## src/rtl/call_stack_pkg.sv

```systemverilog
// Shared CPU definitions for the return-address stack: address width,
// default depth, control opcodes and the stack error encoding.
package call_stack_pkg;

    localparam int unsigned CPU_ADDR_W = 19;
    localparam int unsigned CS_DEPTH   = 8;

    // Control opcodes that the decoder turns into stack strobes
    typedef enum logic [1:0] {
        OP_CALL = 2'd0,
        OP_RET  = 2'd1,
        OP_PUSH = 2'd2,
        OP_POP  = 2'd3
    } stack_op_e;

    // Error encoding as {underflow, overflow}
    typedef enum logic [1:0] {
        ERR_NONE      = 2'd0,
        ERR_OVERFLOW  = 2'd1,
        ERR_UNDERFLOW = 2'd2,
        ERR_BOTH      = 2'd3
    } stack_err_e;

    // Pack the two sticky flags into the error encoding
    function automatic stack_err_e encode_err(input logic ovf, input logic unf);
        return stack_err_e'({unf, ovf});
    endfunction

endpackage

```

## src/rtl/call_stack_regfile.sv

```systemverilog
// DEPTH x ADDR_W storage for the return-address stack: one synchronous
// write port, one asynchronous read port. Contents are not reset.
module call_stack_regfile
    import call_stack_pkg::*;
#(
    parameter int unsigned ADDR_W = CPU_ADDR_W,
    parameter int unsigned DEPTH  = CS_DEPTH,
    localparam int unsigned IDX_W = $clog2(DEPTH)
)(
    input  logic              clk,
    input  logic              wr_en,
    input  logic [IDX_W-1:0]  wr_idx,
    input  logic [ADDR_W-1:0] wr_data,
    input  logic [IDX_W-1:0]  rd_idx,
    output logic [ADDR_W-1:0] rd_data
);

    logic [ADDR_W-1:0] mem [DEPTH];

    // Single write port
    always_ff @(posedge clk) begin
        if (wr_en) begin
            mem[wr_idx] <= wr_data;
        end
    end

    assign rd_data = mem[rd_idx];

endmodule

```

## src/rtl/call_stack.sv

```systemverilog
// Hardware return-address stack for the 19-bit CPU. Push on call, pop on
// explicit pop or ret; ret additionally pulses ret_valid to redirect fetch.
// Hazard stalls freeze it. Optional macro CALL_STACK_WRAP_EN makes a push
// while full overwrite the oldest entry instead of being dropped.
module call_stack
    import call_stack_pkg::*;
#(
    parameter int unsigned ADDR_W = CPU_ADDR_W,
    parameter int unsigned DEPTH  = CS_DEPTH,
    localparam int unsigned PTR_W = $clog2(DEPTH) + 1,
    localparam int unsigned IDX_W = $clog2(DEPTH)
)(
    input  logic              clk,
    input  logic              rst,
    input  logic              push,
    input  logic              pop,
    input  logic              ret,
    input  logic              hazard,
    input  logic [ADDR_W-1:0] push_addr,
    input  logic              clear_err,
    output logic [ADDR_W-1:0] top_addr,
    output logic [ADDR_W-1:0] ret_addr,
    output logic              ret_valid,
    output logic [PTR_W-1:0]  count,
    output logic              full,
    output logic              empty,
    output logic              overflow,
    output logic              underflow
);

    logic [IDX_W-1:0]  sp;
    logic [IDX_W-1:0]  sp_next;
    logic [IDX_W-1:0]  top_idx;
    logic [IDX_W-1:0]  wr_idx;
    logic [PTR_W-1:0]  count_next;
    logic [ADDR_W-1:0] rd_data;
    logic [ADDR_W-1:0] ret_addr_next;
    logic              ret_valid_next;
    logic              overflow_next;
    logic              underflow_next;
    logic              ovf_evt;
    logic              unf_evt;
    logic              wr_en;
    logic              do_push;
    logic              do_pop;
    logic              do_ret;

    assign do_push = push & ~hazard;
    assign do_pop  = (pop | ret) & ~hazard;
    assign do_ret  = ret & ~hazard;

    assign full    = (count == PTR_W'(DEPTH));
    assign empty   = (count == '0);
    assign top_idx = sp - IDX_W'(1);

    call_stack_regfile #(
        .ADDR_W (ADDR_W),
        .DEPTH  (DEPTH)
    ) u_regfile (
        .clk     (clk),
        .wr_en   (wr_en),
        .wr_idx  (wr_idx),
        .wr_data (push_addr),
        .rd_idx  (top_idx),
        .rd_data (rd_data)
    );

    // Stale array contents must never be visible while empty
    assign top_addr = empty ? '0 : rd_data;

    // Next-state for pointer, occupancy, popped address and error events
    always_comb begin
        sp_next        = sp;
        count_next     = count;
        wr_en          = 1'b0;
        wr_idx         = sp;
        ret_addr_next  = ret_addr;
        ret_valid_next = 1'b0;
        ovf_evt        = 1'b0;
        unf_evt        = 1'b0;

        if (do_push && do_pop) begin
            if (empty) begin
                // Nothing to pop: behaves as a plain push
                wr_en      = 1'b1;
                wr_idx     = sp;
                sp_next    = sp + IDX_W'(1);
                count_next = count + PTR_W'(1);
                unf_evt    = 1'b1;
            end else begin
                // Replace the top entry, hand back the old one
                wr_en          = 1'b1;
                wr_idx         = top_idx;
                ret_addr_next  = rd_data;
                ret_valid_next = do_ret;
            end
        end else if (do_push) begin
            if (!full) begin
                wr_en      = 1'b1;
                wr_idx     = sp;
                sp_next    = sp + IDX_W'(1);
                count_next = count + PTR_W'(1);
            end else begin
                ovf_evt = 1'b1;
`ifdef CALL_STACK_WRAP_EN
                // Circular: sp slot holds the oldest entry when full
                wr_en   = 1'b1;
                wr_idx  = sp;
                sp_next = sp + IDX_W'(1);
`endif
            end
        end else if (do_pop) begin
            if (!empty) begin
                ret_addr_next  = rd_data;
                ret_valid_next = do_ret;
                sp_next        = top_idx;
                count_next     = count - PTR_W'(1);
            end else begin
                unf_evt = 1'b1;
            end
        end

        // A new error in the same cycle wins over clear_err
        overflow_next  = ovf_evt | (overflow & ~clear_err);
        underflow_next = unf_evt | (underflow & ~clear_err);
    end

    // State and registered outputs
    always_ff @(posedge clk or posedge rst) begin
        if (rst) begin
            sp        <= '0;
            count     <= '0;
            ret_addr  <= '0;
            ret_valid <= 1'b0;
            overflow  <= 1'b0;
            underflow <= 1'b0;
        end else begin
            sp        <= sp_next;
            count     <= count_next;
            ret_addr  <= ret_addr_next;
            ret_valid <= ret_valid_next;
            overflow  <= overflow_next;
            underflow <= underflow_next;
        end
    end

endmodule

```

## config.mk

```make
export PLATFORM = sky130hd
export DESIGN_NAME = call_stack
export DESIGN_NICKNAME = d
export VERILOG_FILES = /design/src/rtl/call_stack_pkg.sv /design/src/rtl/call_stack_regfile.sv /design/src/rtl/call_stack.sv
export SDC_FILE = /design/constraint.sdc
export NUM_CORES = 1
export LEC_CHECK = 0
export ABC_AREA = 1
export CORE_MARGIN = 3
export CORE_UTILIZATION = 52
export DETAILED_ROUTE_END_ITERATION = 8
export PLACE_DENSITY = 0.71
export SKIP_LAST_GASP = 1
export SYNTH_ARGS = -nofsm -noshare
export SYNTH_HDL_FRONTEND = slang
export SYNTH_SLANG_ARGS = --single-unit
```

## constraint.sdc

```tcl
create_clock -name clk -period 3.7 [get_ports clk]
set_input_delay 0.74 -clock clk [delete_from_list [all_inputs] [get_ports clk]]
set_output_delay 0.74 -clock clk [all_outputs]
set_load 0.005 [all_outputs]
```

==> summary.txt, run 1 <==
Drt wl/cell: 15.6 um
Pint: 5.36 mW
Register bit count reported by yosys: 181
FMAX: 283 MHz
WP data required: 2.96 ns
Synth warn: 0
CP arrival: 2.80 ns
Final hold violation count: 0
Largest net degree at the start of global routing: 80
Combinational Power Share: 0.483
Layout cell share with drive strength beyond 1: 0.0760
TritonCTS Buffers: 17
Slowest CP cell: clkdlybuf4s50_1
CP Cell Sequence: inv_1 > ha_1 > nand2_4 > clkinvlp_4 > buf_4 > a21oi_1 > clkdlybuf4s50_1
Number of diodes: 0
DRT Pass-1 Iters: 5
Overall routed net length: 18700 um
Pwr Density: 885 nW/um^2
CP Capture Type: primary output
Grt total ovfl: 0
Slew Limit Fails: 0
Initial drt markers: 653
Root Buffer: clkbuf_16
Worst-Skew Late Latency: 0.42 ns
GPL Wtd Cong: 0.850
Via density: 4.94
Cell count after synthesis: 899
Clock skew: 0.00648 ns
Reg power frac: 0.308
Cell Count Post-Placement: 1168
Sequential area share after synthesis: 0.634
Top Ports: 73
Nets: 1006
FF-to-FF setup slack: 0.97 ns
Worst Tran Pin Value: 0.979 ns
Final ANT Viol Nets: 0
Tmin final: 3.54 ns
Area of the die: 17600 sq um
Worst-path clk slew: 0.07 ns
Clock sinks: 181
Die span in y: 133 um
Layout Cells excl Fill: 1198
Max Cap Viol: 0
Crit path max fanout: 13
Critical path class: register to primary output
Slew margin rel.: 0.347
Die W: 133 um
Total track usage: 0.218
CTS tree: built
DR vias: 5921
Syn nets: 929
Synth cell types: 26
Final setup viols: 0
Filler cells: 1285
Hold_ws: 0.477 ns
H-Tree Depth: 4
Status: finished, final reports clean
CP peak stage delay: 0.52 ns
NetSw: 3.41 mW
Clock share of power: 0.210
Drc violations: 0
Final period util: 0.956
Area grow syn2layout: 18.8%
Leak: 4.62 nW
RSZ-0062 raised after global routing: yes
Port bufs: 72
Post-CTS setup buffers: 0
Num rows: 45
Maximum vdd ir drop: 0.487 mV
Hold WC Path Type: register to register
First-pass GRT wire length: 29600 um
Switching power share of the total: 0.389
Core box area: 15400 sq um
Synthesized area: 8340 sq um
DP Wirelength: 11000 um
Worst setup SP type: register
Antenna violations before repair: 0
Number of global-route vias before repair: 5444
Mapped Avg Cell Area: 9.28 sq um
Initial Utilization: 0.541
Longest Clk Path Bufs: 2
## cell usage after synthesis
library cell	count	area, sq um
a21oi_1	19	95.1
buf_1	1	3.75
buf_2	21	105
buf_4	3	22.5
buf_6	5	56.3
clkbuf_1	4	15.0
dfrtp_1	29	726
edfxtp_1	152	4560
ha_1	4	50.1
inv_1	170	638
inv_2	4	15.0
inv_4	1	6.26
nand2_1	361	1360
nand2_2	2	12.5
nand2_4	3	33.8
nand3_1	89	445
nand3_2	3	30.0
nor2_1	12	45.0
nor2_2	2	12.5
nor2_4	2	22.5
nor3_2	1	10.0
o21ai_0	4	20.0
o21ai_1	1	5.00
o22ai_1	1	6.26
xnor2_1	1	8.76
xor2_1	4	35.0
## worst paths after layout
kind / to / start / cells after the start
max in group asynchronous: sp[0] / rst / 2
max: top_addr[13] / count[0] / 7
min: ret_addr[18] / ret_addr[18] / 2
min reg2reg: ret_addr[18] / ret_addr[18] / 2
max reg2reg: u_regfile.mem[1][11] / sp[1] / 13
min in group asynchronous: ret_addr[1] / rst / 2
## power by group through the flow
stage | clock network (mW) | logic [mW] | registers, mW
3_3_place_gp | 0 | 4.15 | 2.73
3_5_place_dp | 0 | 4.19 | 2.74
6_report | 1.84 | 4.24 | 2.70
5_1_grt | 1.94 | 4.72 | 2.73
2_1_floorplan | 0 | 2.50 | 2.73
4_1_cts | 1.86 | 4.24 | 2.70
## layout make-up
cell class	instances	area [sq um]	area share
Sequential cell	181	5290	0.534
Multi-Input combinational cell	509	2210	0.223
Timing Repair Buffer	92	887	0.0895
Inverter	175	667	0.0673
Clock buffer	18	429	0.0433
Tap cell	211	264	0.0266
Clock inverter	12	163	0.0164
## placed cells by master, fill, tap and decap left out
master,n
buf_4,18
nor2_2,10
o22ai_1,1
nor2_1,4
dfrtp_1,28
nor2_4,2
clkbuf_16,17
dfrtp_2,1
nand3_1,89
buf_6,1
buf_12,1
clkinv_1,3
inv_1,168
edfxtp_1,152
inv_4,1
nand3_2,3
xnor2_1,1
nand2_4,3
inv_2,4
clkdlybuf4s50_1,72
nor3_2,1
bufinv_16,4
o21ai_0,4
nand2_1,361
a21oi_1,19
ha_1,4
clkinv_2,3
clkinvlp_4,3
clkbuf_1,1
nand2_2,2
clkinv_4,1
xor2_1,4
o21ai_1,1
## critical path, delay by kind of cell, from the launching register on
kind	cells	cell delay [ns]
AO/OA/AOI/OAI	1	0.16
adder cells (fa/ha/maj)	1	0.33
buffers and inverters	4	1.30
flip-flops	1	0.39
AND/OR/NAND/NOR	1	0.19
## through the flow
step	area, sq um	utilization	power, mW	TNS (ns)	setup slack (ns)
finish	9910	0.642	8.77	0	0.162
global route	9910	0.642	9.39	-0.0307	-0.0234
CTS	9900	0.642	8.79	0	0.115
detailed placement	9310	0.603	6.93	0	0.580
global placement	9310	0.603	6.88	0	0.625
floorplan	8340	-	5.23	0	0.876
## sequential cells by signal, summed over array words and instances (netlist names)
| signal | flops |
|---|---|
| u_regfile.mem | 152 |
| ret_addr | 19 |
| count | 4 |
| sp | 3 |
| overflow | 1 |
| ret_valid | 1 |
| underflow | 1 |
## logic make-up (layout without fill, tap and decap cells)
| logic type | Yosys count | count (layout) | share of synthesized area |
|---|---|---|---|
| AND/OR/NAND/NOR | 475 | 475 | 0.236 |
| buffers and inverters | 209 | 297 | 0.103 |
| flip-flops | 181 | 181 | 0.634 |
| AO/OA/AOI/OAI | 25 | 25 | 0.0152 |
| XOR/XNOR | 5 | 5 | 0.00525 |
| adder cells (fa/ha/maj) | 4 | 4 | 0.00600 |
## per-layer routing
| metal | track usage | share of wire | vias to the layer above |
|---|---|---|---|
| li1 | - | - | 2941 |
| met1 | 0.308 | 0.44 | 2761 |
| met2 | 0.348 | 0.48 | 197 |
| met3 | 0.0422 | 0.067 | 22 |
| met4 | 0.0629 | 0.015 | 0 |
| met5 | 0 | 0 | - |
## what timing repair did
action / in CTS / in global routing
hold buffers: 0 / 0
gates resized for setup: 0 / 3
setup endpoints to repair: 0 / 7
Note: power is estimated with default switching activity, not from simulation.
==> inputs of run 2 (changes only) <==
Settings changed: GPL_ROUTABILITY_DRIVEN from default to 0.
==> results of run 2 <==
Same layout as run 1: the final DEF is identical, and so are final timing and power.
==> inputs of run 3 (changes only) <==
Settings changed: CORE_ASPECT_RATIO from default to 0.9.
==> summary.txt, run 3 (synthesized netlist as in run 1, its figures left out) <==
Core box area: 15500 sq um
Worst-Skew Late Latency: 0.43 ns
DR vias: 5975
FMAX: 291 MHz
Worst Tran Pin Value: 0.923 ns
WHS Endpoint: ret_addr[3]
Cell Count Post-Placement: 1163
Max FFs per register: 152
Status: finished, final reports clean
Num rows: 43
Nets: 1010
RSZ-0062 raised after global routing: no
Largest net degree at the start of global routing: 80
Critical path class: register to primary output
Biggest regs: u_regfile.mem: 152 flops, ret_addr: 19 flops, count: 4 flops
Initial drt markers: 573
First-pass GRT wire length: 30200 um
Commonest non-fill, non-tap cell in the layout: nand2_1
Antenna violations before repair: 0
Layout Cells excl Fill: 1195
Slowest CP cell: clkdlybuf4s50_1
Multi-input gate area: 2210 sq um
Crit path max fanout: 29
Area of the die: 17600 sq um
Final setup viols: 0
Fin Setup TNS: 0 ns
DP Wirelength: 11500 um
DRT Pass-1 Iters: 5
Slew Limit Fails: 0
RR Endpoint: u_regfile.mem[7][17]
Number of global-route vias before repair: 5777
Final ANT Viol Nets: 0
CTS Hold Bufs: 0
Top Ports: 73
Filler cells: 1253
Biggest register: u_regfile.mem
Grt total ovfl: 0
Final hold violation count: 0
TritonCTS Buffers: 17
Hold WC Path Type: register to register
Clock sinks: 181
CTS tree: built
FF-to-FF setup slack: 0.87 ns
Final period util: 0.928
Most used cell, CP: nand2_1
Die W: 139 um
Initial Utilization: 0.536
Reg2reg path depth: 12
Max Cap Viol: 0
Slew margin rel.: 0.385
CP arrival: 2.69 ns
Drt wl/cell: 15.7 um
Port bufs: 72
Maximum vdd ir drop: 0.628 mV
Register area: 5290 sq um
Worst-path clk slew: 0.06 ns
Fin util: 0.638
Total chip power: 8.67 mW
Clock skew: 0.00678 ns
HP Start: ret_addr[3]
WP buf/inv: 3
Leak: 4.65 nW
CP delay by family, top: buffers and inverters
Worst setup SP type: register
Most frequent cells in the layout: nand2_1, inv_1, edfxtp_1
Root Buffer: clkbuf_16
Total track usage: 0.222
Tmin final: 3.43 ns
Pwr Density: 875 nW/um^2
Via density: 5.00
Post-CTS Resized: 0
Number of diodes: 0
Post-CTS setup buffers: 0
CP Capture Type: primary output
Die span in y: 126 um
Drc violations: 0
Reg-to-reg startpoint: sp[1]
Overall routed net length: 18800 um
Area grow syn2layout: 18.9%
WHS Path Cells: 2
CP Cell Sequence: inv_1 > ha_1 > buf_4 > nand3_1 > nand2_1 > nand2_1 > a21oi_1 > clkdlybuf4s50_1
Layout cell share with drive strength beyond 1: 0.0785
CP peak stage delay: 0.53 ns
Longest Clk Path Bufs: 2
WP data required: 2.96 ns
H-Tree Depth: 4
[run 3: cell types whose count changed in the layout (fill, tap and decap cells not counted), moves of 2 or more]
cell,previous run,this run
buf_12,1,3
clkinv_4,1,3
bufinv_16,4,2
buf_4,18,21
clkinv_1,3,5
inv_1,168,170
[run 3: power breakdown]
group / internal, mW / switching, mW / leakage (nW)
Clock: 0.984 / 0.746 / 0.271
Combinational: 1.71 / 2.53 / 2.64
Sequential: 2.56 / 0.145 / 1.74
Total: 5.25 / 3.43 / 4.65
[run 3: cell type report]
cell class / count / area share
clock buffers: 17 / 0.0429
clock inverters: 15 / 0.0140
inverters: 175 / 0.0665
multi-input cells: 509 / 0.223
flip-flops and latches: 181 / 0.534
well taps: 202 / 0.0255
repair buffers: 96 / 0.0947
[run 3: how the worst max path moves through the flow]
stage | startpoint | end | slack [ns] | depth (start not counted)
global placement | sp[1] | top_addr[1] | 0.73 | 8
floorplan | sp[0] | u_regfile.mem[6][0] | 0.88 | 12
detailed placement | sp[1] | top_addr[1] | 0.72 | 8
CTS | sp[1] | top_addr[11] | 0.23 | 9
global route | sp[1] | top_addr[18] | 0.07 | 9
finish | sp[1] | top_addr[1] | 0.27 | 8
[run 3: layer usage]
layer,up-vias,global-route usage,routed length [um]
li1,2958,-,-
met1,2772,0.303,8420
met3,27,0.0440,1140
met5,-,0,0
met4,0,0.0731,337
met2,218,0.360,8920
[run 3: through the flow]
stage | worst slack [ns] | area, sq um | hold slack, ns
2_1_floorplan | 0.876 | 8340 | 0.472
3_3_place_gp | 0.725 | 9350 | 0.465
3_5_place_dp | 0.725 | 9350 | 0.466
4_1_cts | 0.235 | 9910 | 0.483
5_1_grt | 0.0729 | 9910 | 0.504
6_report | 0.267 | 9910 | 0.476
[run 3: worst min-delay path, delay by kind of cell, from the launching register on]
family | cells | cell delay (ns)
flops | 1 | 0.34
simple gates | 2 | 0.10
